## src/rtl/inertial_intf.sv

```systemverilog
// IMU SPI front end: powers up, configures the inertial sensor, then reads
// pitch rate and Z acceleration on each data-ready interrupt.
module inertial_intf #(
   parameter logic [15:0] INIT_CYCLES = 16'hFFFF
) (
   input  logic        clk,
   input  logic        rst,
   input  logic        INT,
   input  logic        done,
   input  logic [15:0] resp,
   output logic        wrt,
   output logic [15:0] cmd,
   output logic        vld,
   output logic [15:0] ptch_rt,
   output logic [15:0] AZ
);

   typedef enum logic [3:0] {
      INIT_WAIT,
      CFG0,
      CFG1,
      CFG2,
      CFG3,
      WAIT_INT,
      RD_PL,
      RD_PH,
      RD_AL,
      RD_AH,
      VLD
   } state_t;

   state_t      state_q;
   logic [15:0] timer_q;
   logic        wrt_q;
   logic        vld_q;
   logic [15:0] cmd_q;
   logic [15:0] ptch_q;
   logic [15:0] az_q;
   logic [7:0]  pl_q;
   logic [7:0]  ph_q;
   logic [7:0]  al_q;
   logic [7:0]  ah_q;
   logic        int_ff1_q;
   logic        int_ff2_q;

   // Only the low byte of a read response carries register data.
   logic unused_resp_hi;
   assign unused_resp_hi = ^resp[15:8];

   always_ff @(posedge clk) begin
      if (rst) begin
         state_q   <= INIT_WAIT;
         timer_q   <= 16'h0000;
         wrt_q     <= 1'b0;
         vld_q     <= 1'b0;
         cmd_q     <= 16'h0000;
         ptch_q    <= 16'h0000;
         az_q      <= 16'h0000;
         pl_q      <= 8'h00;
         ph_q      <= 8'h00;
         al_q      <= 8'h00;
         ah_q      <= 8'h00;
         int_ff1_q <= 1'b0;
         int_ff2_q <= 1'b0;
      end else begin
         int_ff1_q <= INT;
         int_ff2_q <= int_ff1_q;
         wrt_q     <= 1'b0;
         vld_q     <= 1'b0;
         case (state_q)
            INIT_WAIT: begin
               if (timer_q == INIT_CYCLES) begin
                  state_q <= CFG0;
                  wrt_q   <= 1'b1;
                  cmd_q   <= 16'h0D02;
               end else begin
                  timer_q <= timer_q + 16'd1;
               end
            end
            CFG0: begin
               if (done) begin
                  state_q <= CFG1;
                  wrt_q   <= 1'b1;
                  cmd_q   <= 16'h1053;
               end
            end
            CFG1: begin
               if (done) begin
                  state_q <= CFG2;
                  wrt_q   <= 1'b1;
                  cmd_q   <= 16'h1150;
               end
            end
            CFG2: begin
               if (done) begin
                  state_q <= CFG3;
                  wrt_q   <= 1'b1;
                  cmd_q   <= 16'h1460;
               end
            end
            CFG3: begin
               if (done) begin
                  state_q <= WAIT_INT;
               end
            end
            WAIT_INT: begin
               if (int_ff2_q) begin
                  state_q <= RD_PL;
                  wrt_q   <= 1'b1;
                  cmd_q   <= 16'hA200;
               end
            end
            RD_PL: begin
               if (done) begin
                  pl_q    <= resp[7:0];
                  state_q <= RD_PH;
                  wrt_q   <= 1'b1;
                  cmd_q   <= 16'hA300;
               end
            end
            RD_PH: begin
               if (done) begin
                  ph_q    <= resp[7:0];
                  state_q <= RD_AL;
                  wrt_q   <= 1'b1;
                  cmd_q   <= 16'hAC00;
               end
            end
            RD_AL: begin
               if (done) begin
                  al_q    <= resp[7:0];
                  state_q <= RD_AH;
                  wrt_q   <= 1'b1;
                  cmd_q   <= 16'hAD00;
               end
            end
            RD_AH: begin
               // Outputs load on VLD entry so they are valid alongside vld.
               if (done) begin
                  ah_q    <= resp[7:0];
                  state_q <= VLD;
                  vld_q   <= 1'b1;
                  ptch_q  <= {ph_q, pl_q};
                  az_q    <= {resp[7:0], al_q};
               end
            end
            VLD: begin
               state_q <= WAIT_INT;
            end
            default: begin
               state_q <= INIT_WAIT;
            end
         endcase
      end
   end

   assign wrt     = wrt_q;
   assign cmd     = cmd_q;
   assign vld     = vld_q;
   assign ptch_rt = ptch_q;
   assign AZ      = az_q;

endmodule

```

## config.mk

```make
export PLATFORM = sky130hd
export DESIGN_NAME = inertial_intf
export DESIGN_NICKNAME = d
export VERILOG_FILES = /design/src/rtl/inertial_intf.sv
export SDC_FILE = /design/constraint.sdc
export NUM_CORES = 1
export LEC_CHECK = 0
export CORE_MARGIN = 2
export CORE_UTILIZATION = 50
export DETAILED_ROUTE_END_ITERATION = 10
export DONT_BUFFER_PORTS = 1
export GPL_ROUTABILITY_DRIVEN = 0
export PLACE_DENSITY = 0.75
export SYNTH_ARGS = -nofsm -noshare
export SYNTH_HDL_FRONTEND = slang
export SYNTH_SLANG_ARGS = --single-unit
```

## constraint.sdc

```tcl
create_clock -name clk -period 6.55 [get_ports clk]
set_input_delay 0 -clock clk [delete_from_list [all_inputs] [get_ports clk]]
set_output_delay 0 -clock clk [all_outputs]
set_load 0.01 [all_outputs]
```

-- Word-level counts from Yosys, hierarchy flattened
Cells that the tools add are included.
- output and inout bits: 50
- flip-flop bits (word level): 96
- input port bits: 20
- equality and inequality tests: 21
- $add $sub $neg: 1
- multiplexer cells: 24
- reduce and logical (&&, ||, !) cells: 11
- bitwise gates (word level): 2
- operators by type and width (operator ; count):
    16-bit 2-to-1 mux ; 8
    16-bit case mux with 8 select lines ; 1
    4-bit case mux with 11 select lines ; 1
    4-bit 2-to-1 mux ; 10
    2-bit inequality test, second input constant ; 10
    16-bit by 1-bit adder with 16-bit output, second input constant ; 1
    16-bit equality test, second input constant ; 1
    4-bit by 3-bit equality test with 1-bit output, second input constant ; 4
    4-bit equality test, second input constant ; 3
    10-bit AND reduction ; 1
    2-bit AND reduction ; 5
    9-bit AND reduction ; 1
    4-bit by 2-bit equality test with 1-bit output, second input constant ; 2
    8-bit nonzero test ; 1
    6-bit OR reduction ; 1
    4-bit by 1-bit equality test with 1-bit output, second input constant ; 1
    4-bit zero test ; 1
    1-bit 2-to-1 mux ; 3
    1-bit case mux with 3 select lines ; 1
    1-bit NOT ; 2
    2-bit OR reduction ; 1

-- Logic depth before layout (Yosys ltp)
- depth in word-level cells: 3
- depth in mapped cells: 7
- depth with buffers taken out: 5

-- Worst setup path after synthesis
Ideal clock, no wire load.
- path type: register -> register
- start: reg state_q[1]
- end: reg timer_q[9]
- arrival time: 2183 ps
- cell stages (with the launch flop): 8
- path slack: 4246 ps
- library setup time: 121 ps
- required time: 6429 ps
- period minus slack after synthesis: 2304 ps
- cell sequence: dfxtp_1 buf_6 or4_1 clkbuf_2 or4_1 clkbuf_2 nor3b_1 mux2_2
- longest elaborated chain between the ends: 2
- RTL lines (item ; line ; source):
    from (decl) ; 32 ; state_t state_q;
    from (signal assigned) ; 52 ; state_q <= INIT_WAIT;
    from (signal assigned) ; 73 ; state_q <= CFG0;
    from (signal assigned) ; 82 ; state_q <= CFG1;
    4-bit zero test ; 70 ; case (state_q)
    2-bit AND reduction (no line) ; - ;
    to (signal assigned) ; 77 ; timer_q <= timer_q + 16'd1;
    to (decl) ; 33 ; logic [15:0] timer_q;
No other way between the ends.
A chain may end at the register's enable or synchronous reset.

-- Worst setup path after layout
- start: reg state_q[3]
- end: reg cmd_q[11], in the netlist cmd[11]
- longest elaborated chain between the ends: 3
- RTL lines (item ; line ; source):
    4-bit equality test, or another cell as far along ; 70 ;
    8-bit nonzero test (no line) or 2-bit inequality test (tied branches) ; - ;
    9-bit AND reduction (no line) ; - ;
    to (signal assigned) ; 75 ; cmd_q <= 16'h0D02;
    to (signal assigned) ; 84 ; cmd_q <= 16'h1053;
    to (signal assigned) ; 91 ; cmd_q <= 16'h1150;
    to (decl) ; 36 ; logic [15:0] cmd_q;
Several ways; a longest one is shown, not always the timed one.

==> metrics.md <==
| Metric | Value |
|---|---|
| Status | `finished, final reports clean` |
| Endpoints failing hold | `0` |
| N_diodes | `0` |
| Netlist cell types | `between 40 and 50` |
| Async S/R FF share, synth | `0%` |
| DRC | `0` |
| Post-synth top cells | `dfxtp_1, nand2_1, a21oi_1` |
| Area delta synth->final | `8.84%` |
| Clk root buf | `clkbuf_8` |
| Pins Over Slew Limit | `0` |
| PD cells | `approximately 250 mW/mm^2` |
| Ports | `70` |
| PortBufs | `0` |
| Hold Path Sink | `al_q[3]$_SDFFE_PP0P_` |
| Worst r2r path cells | `4` |
| Crit. End Element | `register` |
| Most frequent cell after synthesis | `dfxtp_1` |
| Reg2Reg Capture Point | `cmd[11]$_SDFFE_PP0P_` |
| Antenna violations before repair | `0` |
| R2R Setup Slk | `between 3 and 4 ns` |
| Final setup viols | `0` |
| GRT overflow | `0` |
| H-tree Lvls | `3` |
| Yosys Warn Count | `0` |
| WL/cell | `15.3 um` |
| Slowest Stage Delay on Critical Path | `just over 0.8 ns` |
| Average cell area after synthesis | `approximately 8.5 um^2` |
| Fraction of layout cells with a size suffix above 1 | `about 7.4%` |
| Crit path kind | `register to register` |
| Crit start category | `register` |
| Die H | `90.9 um` |
| Max-Cap Viols | `0` |
| Critical path, cell by cell | `or4_1, o311ai_0, o22ai_1, mux2_2` |
| Clk_skew | `0.00671 ns` |
| Worst skew pair latency | `0.35 ns` |
| Worst hold path class | `input port to register` |
| Seq cells post-synth | `90` |
| Req. time, crit path | `a little under 7 ns` |
| Tmin final | `around 3 ns` |
| Unrepaired setup endpoints after global routing | `false` |
| Post-synth EDFFs | `0` |
| Post-synth top area share | `47.7%` |
| WP data arrival | `3.19 ns` |
| CTS buffer count | `9` |
| Crit-path max FO | `26` |
| Total core area | `approximately 0.0073 mm^2` |
| Starting Density | `about half` |
| Setup bufs post-CTS | `0` |
| Vias in the first global route | `between 2,000 and 3,000` |
| Sink Count | `90` |
| DR iter-0 viols | `89` |
| CTS tree | `done` |
| Synth area leaders | `dfxtp_1, mux2i_1, nand2_1` |
| Biggest area consumer among synthesized cells | `dfxtp_1` |
| Fmax | `~340 MHz` |
| Mapped cell area | `about 0.0038 mm^2` |
| Hold Path Depth | `2` |
| CTS Buffer Depth | `2` |
| Gr usage total | `between 20% and 30%` |
| Synth Flop Type | `dfxtp_1` |
| Relative slew slack | `41.1%` |
| Finished Layout Cells | `533` |
| Antenna-violating nets left | `0` |
| Nets | `450` |
| Die area | `a little over 0.008 mm^2` |
| Clock transition at path regs | `0.08 ns` |
| Dpl hpwl | `~5 mm` |
| Sequential-to-total area share from yosys stat | `between 40 and 50%` |
| Synthesized instance count | `~440` |
| Final wirelength | `about 8.2 mm` |
| Drt first pass iters | `4` |
| IR drop worst, VDD | `between 0.1 and 0.15 mV` |
| Leakage | `1.49 nW` |
| Die X | `90.9 um` |
| Setup TNS | `0 ns` |
| First-pass GRT wire length | `roughly 13 mm` |
| Cell row count | `31` |
| Fin crit share | `around 45%` |
| Pin count of the biggest net entering global routing | `91` |
| Vias post-DR | `between 3,000 and 4,000` |
| Post-CTS sizing | `0` |
| Hold Path Origin | `rst` |
| Slew @ Worst Pin | `around 0.87 ns` |
| Vias per inst | `roughly 5.7` |
| CP max-delay cell | `dfxtp_1` |
| Placed cells | `between 500 and 600` |
| Worst R2R Start | `state_q[3]$_SDFFE_PP0P_` |
| Fillers | `695` |
==> critical path: cells and delay by family (launching register included) <==
family	cells	cell delay (ns)
simple gates	1	0.51
mux	1	0.40
compound gates	2	1.09
flops	1	0.83
==> where the power goes <==
group	leakage, nW	internal, mW	switching (mW)
clock	0.116	0.238	0.196
sequential	0.726	0.549	0.00194
combinational	0.643	0.0103	0.0182
==> flip-flops by register name, summed over array words and instances, names as in the netlist <==
signal / flops
vld: 1
al_q: 8
AZ: 16
int_ff2_q: 1
state_q: 4
ptch_rt: 16
wrt: 1
pl_q: 8
cmd: 10
ph_q: 8
timer_q: 16
int_ff1_q: 1
==> per-stage QoR <==
| step | power [mW] | hold WS (ns) | util [%] | setup slack [ns] | area [um^2] |
|---|---|---|---|---|---|
| floorplan | 0.582 | 0.128 | - | 4.25 | 3790 |
| global placement | 0.573 | 0.0814 | 51.4 | 3.70 | 3750 |
| detailed placement | 0.574 | 0.0814 | 51.4 | 3.66 | 3750 |
| CTS | 1.02 | 0.0133 | 56.4 | 3.61 | 4110 |
| global route | 1.05 | 0.0323 | 56.4 | 3.39 | 4110 |
| finish | 1.01 | 0.0215 | 56.4 | 3.61 | 4110 |
==> cell families after synthesis <==
kind of cell | share of synthesized area, %
AND/OR/NAND/NOR | 23.0
flip-flops | 47.7
AO/OA/AOI/OAI | 12.8
buffers and inverters | 5.33
multiplexers | 10.3
XOR/XNOR | 0.464
adder cells (fa/ha/maj) | 0.331
other | 0.0993
==> layer usage <==
layer,track usage (%),part of all wire (%)
met5,0,0
met4,8.46,1.7
met3,5.09,5.1
met2,33.3,50
met1,24.6,44
==> worst max path at each step <==
stage                                       start                 endpoint  depth (start not counted)
after floorplan           state_q[1]$_SDFFE_PP0P_  timer_q[9]$_SDFFE_PP0P_                          7
after global placement    state_q[3]$_SDFFE_PP0P_      cmd[9]$_SDFFE_PP0P_                          4
after detailed placement  state_q[3]$_SDFFE_PP0P_      cmd[9]$_SDFFE_PP0P_                          4
after CTS                 state_q[3]$_SDFFE_PP0P_     cmd[11]$_SDFFE_PP0P_                          4
after global routing      state_q[3]$_SDFFE_PP0P_     cmd[11]$_SDFFE_PP0P_                          4
final                     state_q[3]$_SDFFE_PP0P_     cmd[11]$_SDFFE_PP0P_                          4
==> cell usage in the layout, fill, tap and decap left out, drive strengths merged, types with 2 or more instances in the layout <==
cell	count
a211oi	3
a21oi	48
buf	3
bufinv	2
clkbuf	11
conb	4
dfxtp	90
dlygate4sd3	10
inv	6
mux2	7
mux2i	31
nand2	79
nand2b	3
nand3	12
nand4	7
nor2	41
nor2b	9
nor3	2
nor4	5
o21ai	7
o221ai	3
o311ai	2
o31ai	7
or3	5
or3b	3
or4	12
xnor2	2
==> timing repair <==
action | CTS | global route
hold buffers | 11 | 0
setup endpoints to repair | 0 | 0
endpoints found under the hold margin | 83 | 0
==> layout make-up <==
| class | count | area (um^2) | share of cell area (%) |
|---|---|---|---|
| clock inverters | 5 | 85.1 | 2.07 |
| clock buffers | 11 | 151 | 3.68 |
| flip-flops and latches | 90 | 1800 | 43.8 |
| well taps | 99 | 124 | 3.01 |
| repair buffers | 13 | 143 | 3.47 |
| multi-input cells | 310 | 1790 | 43.5 |
| inverters | 5 | 18.8 | 0.456 |
Power figures use the tool's default switching activity.
